## config.mk

```make
export PLATFORM = sky130hd
export DESIGN_NAME = demux_1to8_deser
export DESIGN_NICKNAME = d
export VERILOG_FILES = /design/src/rtl/demux_1to8_deser.sv
export SDC_FILE = /design/constraint.sdc
export NUM_CORES = 1
export LEC_CHECK = 0
export ABC_AREA = 1
export BUFFER_PORTS_ARGS = -buffer_cell sky130_fd_sc_hd__buf_4
export CAP_MARGIN = 5
export CORE_AREA = 3 3 40 42
export CTS_CLUSTER_DIAMETER = 100
export DETAILED_ROUTE_END_ITERATION = 6
export DIE_AREA = 0 0 43 45
export PLACE_DENSITY = 0.8
export SYNTH_ARGS = -nofsm -noshare
export SYNTH_HDL_FRONTEND = slang
export SYNTH_SLANG_ARGS = --single-unit
```

## constraint.sdc

```tcl
create_clock -name clk -period 1.4 [get_ports clk]
set_input_delay 0.14 -clock clk [delete_from_list [all_inputs] [get_ports clk]]
set_output_delay 0.14 -clock clk [all_outputs]
set_load 0.05 [all_outputs]
```

## src/rtl/demux_1to8_deser.sv

```systemverilog
// Serial-to-parallel deserializer: a 1-bit stream is steered into 8 registered lanes
// by an internal lane counter, and the finished byte is handed off with valid/ready.
module demux_1to8_deser #(
    parameter int LANES     = 8,
    parameter bit MSB_FIRST = 1'b0
) (
    input  logic                     clk,
    input  logic                     rst,
    input  logic                     din,
    input  logic                     din_valid,
    output logic                     din_ready,
    input  logic                     sync,
    output logic [LANES-1:0]         dout,
    output logic                     dout_valid,
    input  logic                     dout_ready,
    output logic [$clog2(LANES)-1:0] lane
);
    localparam int CW = $clog2(LANES);
    localparam logic [CW-1:0] LAST = CW'(LANES - 1);

    typedef enum logic {FILL, HOLD} state_t;

    state_t           state, state_nxt;
    logic [CW-1:0]    cnt, cnt_nxt, wr_lane, lane_nxt;
    logic [LANES-1:0] dout_nxt;
    logic             valid_nxt;
    logic             accept;

    always_comb begin
        state_nxt = state;
        cnt_nxt   = cnt;
        dout_nxt  = dout;
        valid_nxt = dout_valid;
        // Ready never looks at din, so there is no din-to-dout combinational path.
        din_ready = (state == FILL) || dout_ready;
        accept    = din_valid && din_ready;
        wr_lane   = MSB_FIRST ? ~cnt : cnt;

        if (state == HOLD && dout_ready) begin
            state_nxt = FILL;
            valid_nxt = 1'b0;
        end

        // A bit arriving with sync is dropped so the next byte starts cleanly at lane 0.
        if (sync) begin
            cnt_nxt = '0;
        end else if (accept) begin
            dout_nxt[wr_lane] = din;
            if (cnt == LAST) begin
                cnt_nxt   = '0;
                state_nxt = HOLD;
                valid_nxt = 1'b1;
            end else begin
                cnt_nxt = cnt + 1'b1;
            end
        end

        lane_nxt = MSB_FIRST ? ~cnt_nxt : cnt_nxt;
    end

    always_ff @(posedge clk) begin
        if (rst) begin
            state      <= FILL;
            cnt        <= '0;
            dout       <= '0;
            dout_valid <= 1'b0;
            lane       <= '0;
        end else begin
            state      <= state_nxt;
            cnt        <= cnt_nxt;
            dout       <= dout_nxt;
            dout_valid <= valid_nxt;
            lane       <= lane_nxt;
        end
    end
endmodule
```

Word-level counts from Yosys, hierarchy flattened. Index checks and enable logic that the tools add are counted.

Flip-flop bits (word level): 13. Bits of input ports: 6. Output and inout port bits: 13. Word-level logic and storage cells: 28.

Add/subtract/negate cells: 1. Order comparisons: 2. Equal/unequal tests: 1. Multiplexer cells: 12. Bitwise operators: 2. Reduce and logical (&&, ||, !) cells: 6.

Operator list (count): $mux W1 (9); $bwmux W8 (1); $lt A3 B4 Y1 const B (1); $add A3 B1 Y3 const B (1); $demux W1 S3 (1); $eq A3 B3 Y1 const B (1); $ge A3 B1 Y1 const B (1); $logic_and A1 B1 Y1 (3); $mux W3 (1); $not A1 Y1 (2); $reduce_and A2 Y1 (1); $reduce_or A2 Y1 (1); $logic_or A1 B1 Y1 (1).

Logic depth before layout (Yosys ltp). Gate-level depths: netlist of run 1.

Depth after elaboration: 5. Gate-level depth with buffers: 7. Gate-level depth less buffers: 7.

Least setup slack after synthesis of run 1. No wires, ideal clock.

Kind: flip-flop to flip-flop. From: register cnt[0]. To: register cnt[2]. Setup time: 0.127 ns. Arrival time: 1.304 ns. Data required time: 1.273 ns. Path slack: -0.031 ns. Cell stages (with the launch flop): 5. Buffers on the path: 0. Clock period less this slack: 1.431 ns. Cell sequence: dfxtp_1 -> ha_1 -> ha_1 -> nor2_1 -> a211oi_1.

Word-level cells in the longest chain between the ends: 2. Elaborated cells between the ends (all ways): 3. Classes of those cells: add/sub: 1; eq/ne: 1; mux: 1.

RTL lines: start: declaration (line 24) `logic [CW-1:0] cnt, cnt_nxt, wr_lane, lane_nxt;`; start signal: assignment (line 70) `cnt <= cnt_nxt;`; $add A3 B1 Y3 or $eq A3 B3 Y1 (tied branches) (line 54, 49); $mux W3 (*) (line 49) `if (cnt == LAST) begin`.

Every way passes the cells marked *; elsewhere a longest branch is shown, timed or not. A chain may end at the register's enable or synchronous reset.

Worst setup path in the final report of run 1.
From: register cnt[0]. To: register cnt[0].

Same word-level chain as after synthesis.

==> summary.md, run 1 <==
| Metric | Value |
|---|---|
| Outcome | finished, final reports clean |
| Setup_tns | 0 ns |
| Register area | 263 sq um |
| Pwr Total | 725 uW |
| GRT overflow | 0 |
| Vias in the first global route | 504 |
| Clock transition at path regs | 0.08 ns |
| Ys flop type | dfxtp_1 |
| Main area contributors after synthesis | dfxtp_1 (43%), nor2_1 (16%), nand2_1 (12%), nand3_1 (6.6%), ha_1 (4.1%) |
| Post-CTS Setup Bufs | 0 |
| Initial antenna violation count | 0 |
| Wire per inst | 10.3 microns |
| Filler cell count in the final layout | 119 |
| Final RePlAce weighted congestion | 0.806 |
| Fmax | 880 MHz |
| Final period util | 81.2% |
| Synth warnings | 0 |
| Worst Setup Start Kind | register |
| Worst path slowest cell | dfxtp_2 |
| Hold Crit Start | rst |
| Switch Pwr | 203 uW |
| #FFs+latches synth | 13 |
| Worst slew margin | 82.6% |
| Final net count | 117 |
| Critical Path Start | cnt[0]$_SDFFE_PP0P_ |
| VDD IR max | 0.000672 V |
| Crit-path cells | ha_1, ha_1, nor2_1, nor2_1, a211oi_1 |
| H-tree levels | 1 |
| Yosys cell types | 13 |
| CTS Hold Bufs | 0 |
| Deepest clock path buffer count | 2 |
| Final Setup Violations | 0 |
| Die area | 1940 sq um |
| Worst Path Buf+Inv | 0 |
| Syn Nets | 94 |
| Drt first-iter violations | 24 |
| Total Wirelength | 1270 microns |
| Sw Share | 27.9% |
| Post-DP Area | 761 sq um |
| CP max stage delay | 0.36 ns |
| Count leader, synth | nor2_1 |
| TritonCTS Buffers | 3 |
| Synth async-reset ratio | 0% |
| Crit end category | register |
| Gate power share | 14.0% |
| # IOs | 19 |
| Die width | 43 microns |
| Reg power frac | 53.2% |
| Gr usage total | 14.6% |
| Layout cells sized above 1 | 25.0% |
| Cells after DPL | 119 |
| Reg-to-reg critical path startpoint | cnt[0]$_SDFFE_PP0P_ |
| Worst EP required | 1.60 ns |
| Number of synthesized flops with an enable pin | 0 |
| Synth Instances | 86 |
| Die height | 45 microns |
| Clock share of power | 32.8% |
| Clock skew | 0.00155 ns |
| Worst hold path class | in2reg |
| Cell taking the most area after synthesis | dfxtp_1 |
| Post-CTS Resized | 0 |
| Largest net degree at the start of global routing | 10 |
| Clock latency on the worst-skew pair | 0.28 ns |
| Starting Density | 47.0% |
| Yosys top cell area share | 43.1% |
| CTS root buffer | clkbuf_4 |
| Layout area overhead | 30.2% |
| Ant. Diodes | 0 |
| Cell Int Power | 522 uW |
| P per Cell Area | 921 nW/um^2 |
| DR vias/cell | 4.92 |
| Crit Path Category | reg2reg |
| First-pass GRT wire length | 2110 microns |
| DP HPWL | 964 microns |
| Final hold vios | 0 |
| DRC viols | 0 |
| First-pass DRT Iterations | 5 |
| Sequential share of the synthesized area | 43.1% |
| Commonest cells in the netlist | nor2_1 (26), nand2_1 (20), dfxtp_1 (13), nand3_1 (8), inv_1 (6) |
| CORE AREA | 1280 sq um |
| TritonCTS clock tree | yes |
| Synth Area per Inst | 7.03 sq um |
| Crit path max-delay family | adder cells |
| Max-Cap Viols | 0 |
| Static leakage | 0.360 nW |
| Number of routed nets with antenna violations | 0 |
| Filler-free cell count of the finished design | 123 |
| Vias | 605 |
| Least-Margin Pin Slew | 0.259 ns |
| Min cycle time layout | 1.14 ns |
| Multi-input logic area | 318 sq um |
| Mapped Area | 604 sq um |
| Num Clock Sinks | 13 |
| Pins Over Slew Limit | 0 |
| # rows | 13 |
| Cell area after layout | 787 sq um |
| RSZ-0062 raised after global routing | false |
| Port bufs | 18 |
| Crit path max fanout | 8 |
| CP arrival | 1.33 ns |
==> worst reg2reg max path, cell delays in order, from the launching register on <==
cell and delay, ns:
dfxtp_2 0.36, ha_1 0.21, ha_1 0.20, nor2_1 0.09, nor2_1 0.05, a211oi_1 0.15
==> layout by cell type, fill, tap and decap left out <==
cell | Yosys | layout
clkbuf_4 | 0 | 3
clkinv_1 | 1 | 1
dfxtp_1 | 13 | 11
nand2_1 | 20 | 20
a211oi_1 | 3 | 3
buf_4 | 0 | 18
nand4_1 | 1 | 1
nand3_4 | 1 | 1
clkbuf_1 | 0 | 1
nand3_1 | 8 | 8
a21oi_1 | 2 | 2
nand2_4 | 1 | 1
ha_1 | 2 | 2
inv_1 | 6 | 6
nor2_1 | 26 | 26
dfxtp_2 | 0 | 2
nor2_2 | 2 | 2
==> kinds of logic after synthesis <==
family                     after synthesis  synth area share [%]
AOI/OAI and AO/OA                        5                  5.38
DFF                                     13                  43.1
adders and majority gates                2                  4.14
and+or+nand+nor                         59                  43.1
buffers and inverters                    7                  4.35
==> power groups by stage <==
stage | sequential (mW) | clock, mW | combinational (mW)
after floorplan | 0.419 | 0 | 0.0421
after global placement | 0.394 | 0 | 0.100
after detailed placement | 0.394 | 0 | 0.102
after CTS | 0.386 | 0.245 | 0.102
after global routing | 0.387 | 0.258 | 0.112
final | 0.386 | 0.238 | 0.102
==> per-stage QoR <==
step / utilization, % / hold slack (ns) / worst slack [ns]
after global routing: 61.2 / 0.0274 / 0.177
after CTS: 61.2 / 0.0257 / 0.258
after global placement: 59.2 / 0.321 / 0.324
after floorplan: - / 0.209 / 0.117
final: 61.2 / 0.0315 / 0.263
after detailed placement: 59.2 / 0.326 / 0.282
==> state kept, by name (all words and copies together), names as in the netlist <==
| name | count |
|---|---|
| dout | 8 |
| cnt | 3 |
| dout_valid | 1 |
| state | 1 |
==> metal layers <==
metal	vias to the layer above	track usage, %	routed length [microns]
met1	257	18.6	594
li1	316	-	-
met4	0	10.8	38
met3	5	3.19	108
met2	27	21.6	532
met5	-	0	0
==> area by class of cell <==
class / count / area share (%)
clock buffer: 4 / 3.34
inverter: 7 / 3.34
multi-input combinational: 66 / 40.4
sequential: 13 / 33.4
tap: 15 / 2.38
timing repair buffer: 18 / 17.2
==> path summary, 6_finish.rpt <==
check	to	slack, ns	depth (start not counted)
worst min-delay path	state$_SDFF_PP0_	0.03	2
worst max register to register	cnt[0]$_SDFFE_PP0P_	0.26	5
worst max-delay path	cnt[0]$_SDFFE_PP0P_	0.26	5
worst min register to register	dout_valid$_SDFF_PP0_	0.48	2
(Power assumes the default switching activity.)
==> run 2, diff against run 1 <==
==> config.mk (replaced) <==
export PLATFORM = sky130hd
export DESIGN_NAME = demux_1to8_deser
export DESIGN_NICKNAME = d
export VERILOG_FILES = /design/src/rtl/demux_1to8_deser.sv
export SDC_FILE = /design/constraint.sdc
export NUM_CORES = 1
export LEC_CHECK = 0
export ABC_AREA = 0
export BUFFER_PORTS_ARGS = -buffer_cell sky130_fd_sc_hd__buf_4
export CAP_MARGIN = 5
export CORE_MARGIN = 3
export CORE_UTILIZATION = 48
export CTS_CLUSTER_DIAMETER = 100
export DETAILED_ROUTE_END_ITERATION = 6
export PLACE_DENSITY = 0.83
export SYNTH_ARGS = -nofsm -noshare
export SYNTH_HDL_FRONTEND = slang
export SYNTH_SLANG_ARGS = --single-unit
==> constraint.sdc (replaced) <==
create_clock -name clk -period 1.2 [get_ports clk]
set_input_delay 0.12 -clock clk [delete_from_list [all_inputs] [get_ports clk]]
set_output_delay 0.12 -clock clk [all_outputs]
set_load 0.05 [all_outputs]
==> run 2 against run 1 <==
The flow now finishes with violations (negative setup slack). Global-route usage rose by 0.84 points. Area after synthesis rose by 8.7%. Non-clock buffer count rose by 5. Power rose by 10%. Cell count fell by 15%. Largest power group unchanged.
==> summary.md, run 2 <==
| Metric | Value |
|---|---|
| Clock share of power | 35.0% (+2.2 points) |
| Ys flop type | dfxtp_1 |
| Least-Margin Pin Slew | 0.315 ns (+0.0554 ns) |
| Largest Register | dout |
| Min cycle time layout | 1.31 ns (+0.177 ns) |
| CORE AREA | 1190 sq um (-7.7%) |
| Cells after DPL | 100 (-16%) |
| Final Setup Violations | 1 (+1) |
| Commonest non-fill, non-tap cell in the layout | buf_4 |
| Gr usage total | 15.4% (+0.84 points) |
| Outcome | finished with violations |
| DR vias/cell | 5.42 (+10%) |
| Die width | 43.0 microns (about the same) |
| Clock skew | 0.00297 ns (+0.00142 ns) |
| Synth Instances | 69 (-20%) |
| Max-Cap Viols | 0 (unchanged) |
| Sequential share of the synthesized area | 39.6% (-3.4 points) |
| H-tree levels | 1 (unchanged) |
| Fmax | 761 MHz (-13%) |
| Vias in the first global route | 500 (-0.79%) |
| Drt first-iter violations | 10 (-58%) |
| PnR worst setup slack | -0.114 ns (-0.377 ns) |
| Ant. Diodes | 0 (unchanged) |
| Main area contributors after synthesis | dfxtp_1 (40%), mux2i_1 (12%), nand2b_1 (9.5%), nand4b_1 (5.3%), ha_1 (3.8%) |
| P per Cell Area | 903 nW/um^2 (-2.0%) |
| # rows | 12 (-1) |
| VDD IR max | 0.000807 V (+20%) |
| Commonest cells in the netlist | dfxtp_1 (13), nand2b_1 (10), mux2i_1 (8) |
| Wire per inst | 12.8 microns (+24%) |
| Vias | 569 (-6.0%) |
| Filler cell count in the final layout | 92 (-23%) |
| CTS root buffer | clkbuf_4 |
| Cell Int Power | 599 uW (+15%) |
| Layout area overhead | 34.9% |
| Layout cells sized above 1 | 40.7% (+16 points) |
| Crit end category | register |
| #FFs+latches synth | 13 (unchanged) |
| Static leakage | 0.398 nW (+11%) |
| CP arrival | 1.53 ns (+0.20 ns) |
| GRT overflow | 0 (unchanged) |
| Clock latency on the worst-skew pair | 0.28 ns (about the same) |
| DP HPWL | 1010 microns (+4.9%) |
| Synth warnings | 0 (unchanged) |
| DRC viols | 0 (unchanged) |
| Switch Pwr | 201 uW (-0.61%) |
| Crit Path Category | reg2reg |
| Number of routed nets with antenna violations | 0 (unchanged) |
| Cell taking the most area after synthesis | dfxtp_1 |
| Max reg flops | 8 (unchanged) |
| Count leader, synth | dfxtp_1 |
| Starting Density | 55.4% (+8.3 points) |
| Total Wirelength | 1340 microns (+5.6%) |
| Crit path max fanout | 2 (-6) |
| Filler-free cell count of the finished design | 105 (-15%) |
| TritonCTS clock tree | yes |
| Deepest clock path buffer count | 2 (unchanged) |
| Die area | 1850 sq um (-4.5%) |
| Worst hold path class | in2reg |
| Worst EP required | 1.41 ns (-0.19 ns) |
| Commonest cells after routing, fill and taps aside | buf_4 (22), nand2b_1 (10), dfxtp_1 (9), mux2i_1 (8) |
| Die height | 43.0 microns (-4.5%) |
| Setup_tns | -0.114 ns (-0.114 ns) |
| Final period util | 109% (+28 points) |
| Yosys cell types | 23 (+10) |
| Pins Over Slew Limit | 0 (unchanged) |
| Clock transition at path regs | 0.09 ns (about the same) |
| RSZ-0062 raised after global routing | true |
| Violated checks | negative setup slack |
| Reg power frac | 54.4% (+1.2 points) |
| Syn Nets | 77 (-18%) |
| First-pass GRT wire length | 2170 microns (+2.9%) |
| Port bufs | 18 (unchanged) |
| Number of synthesized flops with an enable pin | 0 (unchanged) |
| Synth async-reset ratio | 0% (unchanged) |
| Finished Core Util | 74.7% (+13 points) |
| Mapped Area | 657 sq um (+8.7%) |
| Yosys top cell area share | 39.6% (-3.4 points) |
| Worst Setup Start Kind | register |
| # IOs | 19 (unchanged) |
| Final RePlAce weighted congestion | 0.713 (-11%) |
| Gate power share | 10.6% (-3.4 points) |
| First-pass DRT Iterations | 4 (-1) |
| Initial antenna violation count | 0 (unchanged) |
| CTS Hold Bufs | 0 (unchanged) |
| Sw Share | 25.2% (-2.8 points) |
| Largest regs | dout x8, cnt x3 |
| Final net count | 100 (-15%) |
| Num Clock Sinks | 13 (unchanged) |
| Final hold vios | 0 (unchanged) |
| Synth Area per Inst | 9.52 sq um (+35%) |
| Worst slew margin | 79.0% (-3.6 points) |
| TritonCTS Buffers | 3 (unchanged) |
| Largest net degree at the start of global routing | 13 (+3) |
-- run 2: cell types whose count changed in the layout (fill, tap and decap cells not counted), moves of 5 or more --
| cell | change |
|---|---|
| nor2_1 | -24 |
| nand2_1 | -20 |
| nand2b_1 | +10 |
| mux2i_1 | +8 |
| inv_1 | -5 |
| nand3_1 | -5 |
-- run 2: power by group through the flow --
stage               logic [mW]  registers (mW)  clock network (mW)
global placement        0.0822           0.446                   0
CTS                     0.0849           0.436               0.282
floorplan               0.0429           0.462                   0
finish                  0.0848           0.436               0.280
detailed placement      0.0838           0.446                   0
global route            0.0919           0.436               0.301
-- run 2: through the flow --
step / total power [mW] / hold WS, ns / cell area [sq um] / setup slack, ns
after floorplan: 0.505 / 0.267 / 691 / -0.212
after global placement: 0.528 / 0.363 / 840 / -0.109
after detailed placement: 0.529 / 0.373 / 840 / -0.130
after CTS: 0.802 / 0.0698 / 878 / -0.136
after global routing: 0.829 / 0.0644 / 886 / -0.138
final: 0.800 / 0.0644 / 886 / -0.114
-- run 2: cells by family after synthesis --
group | count (synthesis) | synth area share (%)
and+or+nand+nor | 30 | 30.1
AOI/OAI and AO/OA | 9 | 8.00
DFF | 13 | 39.6
muxes | 8 | 12.2
buffers and inverters | 7 | 6.28
adders and majority gates | 2 | 3.81
-- run 2: layer usage --
layer,up-vias,GRT usage (%),share of wire (%)
met1,260,19.3,46
li1,289,-,-
met3,2,3.81,5.1
met2,18,25.4,49
met5,-,0,0
met4,0,5.42,0.52
-- run 2: what timing repair did --
action                                 CTS  global route
setup endpoints to repair                2             2
gates resized for setup                  5             0
buffers inserted                         0             1
pin swaps                                2             1
endpoints found under the hold margin    0             0
-- run 2: area by class of cell --
class | instances | area, sq um | area share, %
Clock buffer | 4 | 26.3 | 2.97
Inverter | 2 | 10.0 | 1.13
Multi-Input combinational cell | 49 | 385 | 43.5
Sequential cell | 13 | 270 | 30.5
Tap cell | 14 | 17.5 | 1.98
Timing Repair Buffer | 23 | 176 | 19.9
-- run 2: critical path: stages (launching register included) --
cell and delay (ns):
dfxtp_4 0.36, ha_4 0.16, ha_4 0.15, or4_4 0.47, a21oi_2 0.12
-- run 2: path summary, 6_finish.rpt --
| kind | startpoint | to | slack [ns] | cells past startpoint |
|---|---|---|---|---|
| min reg2reg | state$_SDFF_PP0_ | dout_valid$_SDFF_PP0_ | 0.45 | 1 |
| max | cnt[1]$_SDFFE_PP0P_ | cnt[0]$_SDFFE_PP0P_ | -0.11 | 4 |
| min | rst | state$_SDFF_PP0_ | 0.06 | 2 |
| max reg2reg | cnt[1]$_SDFFE_PP0P_ | cnt[0]$_SDFFE_PP0P_ | -0.11 | 4 |
==> run 3, diff against run 2 <==
--- a/config.mk
+++ b/config.mk
@@ -8,11 +8,11 @@
 export ABC_AREA = 0
 export BUFFER_PORTS_ARGS = -buffer_cell sky130_fd_sc_hd__buf_4
 export CAP_MARGIN = 5
-export CORE_MARGIN = 3
-export CORE_UTILIZATION = 48
+export CORE_AREA = 3 3 40 42
 export CTS_CLUSTER_DIAMETER = 100
 export DETAILED_ROUTE_END_ITERATION = 6
-export PLACE_DENSITY = 0.83
+export DIE_AREA = 0 0 43 45
+export PLACE_DENSITY = 0.84
 export SYNTH_ARGS = -nofsm -noshare
 export SYNTH_HDL_FRONTEND = slang
 export SYNTH_SLANG_ARGS = --single-unit
==> constraint.sdc (replaced) <==
create_clock -name clk -period 1.67 [get_ports clk]
set_input_delay 0.167 -clock clk [delete_from_list [all_inputs] [get_ports clk]]
set_output_delay 0.167 -clock clk [all_outputs]
set_load 0.05 [all_outputs]
==> run 3 against run 2 <==
The run now ends clean. Worst hold slack better by 0.066 ns. Fmax decreased by 13%. Critical endpoint unchanged. Sequential power down 28%. Sequential cell count unchanged. Clock skew rose by 0.0092 ns.
==> summary.md, run 3 (synthesis gave the netlist of run 2 again) <==
| Metric | Value |
|---|---|
| Initial antenna violation count | 0 (unchanged) |
| Met3 GRT Util | 9.16% (+5.3 points) |
| Layout cells sized above 1 | 29.9% (-11 points) |
| Largest regs | dout x8, cnt x3 |
| Die width | 43 microns (about the same) |
| Largest Register | dout |
| Commonest cells after routing, fill and taps aside | buf_4 (19), dfxtp_1 (13), nand2b_1 (10), mux2i_1 (8) |
| Pwr Total | 566 uW (-29%) |
| CTS Hold Bufs | 0 (unchanged) |
| Final RePlAce weighted congestion | 0.699 (-1.9%) |
| Die area | 1940 sq um (+4.7%) |
| Worst Setup Start Kind | register |
| Final hold vios | 0 (unchanged) |
| Drt first-iter violations | 6 (-4) |
| Setup_tns | 0 ns (+0.114 ns) |
| Worst hold path class | in2reg |
| Post-DP Area | 785 sq um (-6.6%) |
| Vias in the first global route | 542 (+8.4%) |
| Starting Density | 51.1% (-4.3 points) |
| DP HPWL | 954 microns (-5.7%) |
| GRT overflow | 0 (unchanged) |
| Num Clock Sinks | 13 (unchanged) |
| Port bufs | 18 (unchanged) |
| CORE AREA | 1280 sq um (+8.3%) |
| Crit end category | register |
| Wire per inst | 12.5 microns (-2.5%) |
| Global-route track usage on met2 | 24.9% (-0.60 points) |
| M1 GR Usage | 16.6% (-2.7 points) |
| Post-CTS Resized | 0 (-5) |
| DRC viols | 0 (unchanged) |
| Commonest non-fill, non-tap cell in the layout | buf_4 |
| Switch Pwr | 134 uW (-33%) |
| Final period util | 90.3% (-19 points) |
| Max reg flops | 8 (unchanged) |
| Die height | 45 microns (+4.7%) |
| VDD IR max | 0.000408 V (-49%) |
| P per Cell Area | 698 nW/um^2 (-23%) |
| Worst-case reg-to-reg path depth | 4 (unchanged) |
| Post-CTS Setup Bufs | 0 (unchanged) |
| TritonCTS Buffers | 3 (unchanged) |
| Flop-to-flop setup slack | 0.16 ns (+0.28 ns) |
| # IOs | 19 (unchanged) |
| Grt peak-use layer | met2 |
| Fmax | 663 MHz (-13%) |
| Clock skew | 0.0122 ns (+0.00918 ns) |
| First-pass DRT Iterations | 4 (unchanged) |
| Static leakage | 0.376 nW (-5.5%) |
| Max-Cap Viols | 0 (unchanged) |
| Number of routed nets with antenna violations | 0 (unchanged) |
| # rows | 13 (+1) |
| Crit path max fanout | 7 (+5) |
| Outcome | finished, final reports clean |
| Crit Path Category | reg2reg |
| Least-Margin Pin Slew | 0.330 ns (+0.0149 ns) |
| Largest net degree at the start of global routing | 13 (unchanged) |
| DR vias/cell | 5.44 (+0.41%) |
| WHS | 0.130 ns (+0.0659 ns) |
| Hold path depth | 2 (unchanged) |
| Cell area after layout | 811 sq um (-8.5%) |
| RSZ-0062 raised after global routing | false |
| Layout area overhead | 23.4% |
| Clock share of power | 33.9% (-1.1 points) |
| Sw Share | 23.7% (-1.4 points) |
| Worst slew margin | 78.0% (-1.0 points) |
| Gate power share | 10.5% (about the same) |
| Deepest clock path buffer count | 2 (unchanged) |
| Pins Over Slew Limit | 0 (unchanged) |
| First-pass GRT wire length | 2240 microns (+2.9%) |
| Vias | 555 (-2.5%) |
| Ant. Diodes | 0 (unchanged) |
| Total Wirelength | 1270 microns (-5.3%) |
| CTS root buffer | clkbuf_4 |
| Clock transition at path regs | 0.08 ns (about the same) |
| Reg power frac | 55.6% (+1.2 points) |
| Final net count | 96 (-4.0%) |
| CP arrival | 1.73 ns (+0.20 ns) |
| H-tree levels | 1 (unchanged) |
| Clock latency on the worst-skew pair | 0.28 ns (about the same) |
| Worst EP required | 1.89 ns (+0.48 ns) |
| Min cycle time layout | 1.51 ns (+0.195 ns) |
| TritonCTS clock tree | yes |
| Gr usage total | 15.8% (+0.39 points) |
| Cell Int Power | 432 uW (-28%) |
| Final Setup Violations | 0 (-1) |
==> run 3: changes by cell type in the layout (fill, tap and decap cells not counted) <==
cell	change
buf_4	-3
buf_6	-1
dfxtp_1	+4
dfxtp_2	-2
dfxtp_4	-2
ha_1	+2
ha_4	-2
inv_1	+1
inv_4	-1
nor2b_2	+1
nor2b_4	-1
==> run 3: cell type report <==
cell class                 instances  area [sq um]
clock buffer                       4          26.3
sequential                        13           260
fill                             117           474
tap                               15          18.8
multi-input combinational         49           355
inverter                           2          7.51
timing repair buffer              19           143
==> run 3: power by group through the flow <==
| stage | Sequential [mW] | Combinational, mW | Clock (mW) |
|---|---|---|---|
| 4_1_cts | 0.315 | 0.0599 | 0.201 |
| 3_3_place_gp | 0.322 | 0.0587 | 0 |
| 5_1_grt | 0.315 | 0.0643 | 0.220 |
| 2_1_floorplan | 0.333 | 0.0305 | 0 |
| 3_5_place_dp | 0.322 | 0.0599 | 0 |
| 6_report | 0.315 | 0.0593 | 0.192 |
==> run 3: worst paths after layout <==
| path | startpoint | end |
|---|---|---|
| min | rst | state$_SDFF_PP0_ |
| min reg2reg | state$_SDFF_PP0_ | dout_valid$_SDFF_PP0_ |
| max | cnt[1]$_SDFFE_PP0P_ | cnt[0]$_SDFFE_PP0P_ |
| max reg2reg | cnt[1]$_SDFFE_PP0P_ | cnt[0]$_SDFFE_PP0P_ |
==> run 3: per-stage QoR <==
step	util [%]	instances	setup slack, ns
after global routing	63.1	102	0.0624
after detailed placement	61.1	98	0.179
final	63.1	102	0.162
after global placement	61.1	98	0.240
after CTS	63.1	102	0.156
after floorplan	-	69	0.0113
==> run 3: critical path: stages, from the launching register on <==
cell and delay [ns]:
dfxtp_1 0.37, ha_1 0.21, ha_1 0.23, or4_4 0.52
a21oi_2 0.11
==> run 3: per-layer routing <==
metal / share of wire [%] / routed length, microns / up-vias
li1: - / - / 278
met1: 40 / 506 / 256
met2: 51 / 643 / 17
met3: 7.6 / 97 / 4
met4: 2.0 / 25 / 0
met5: 0 / 0 / -
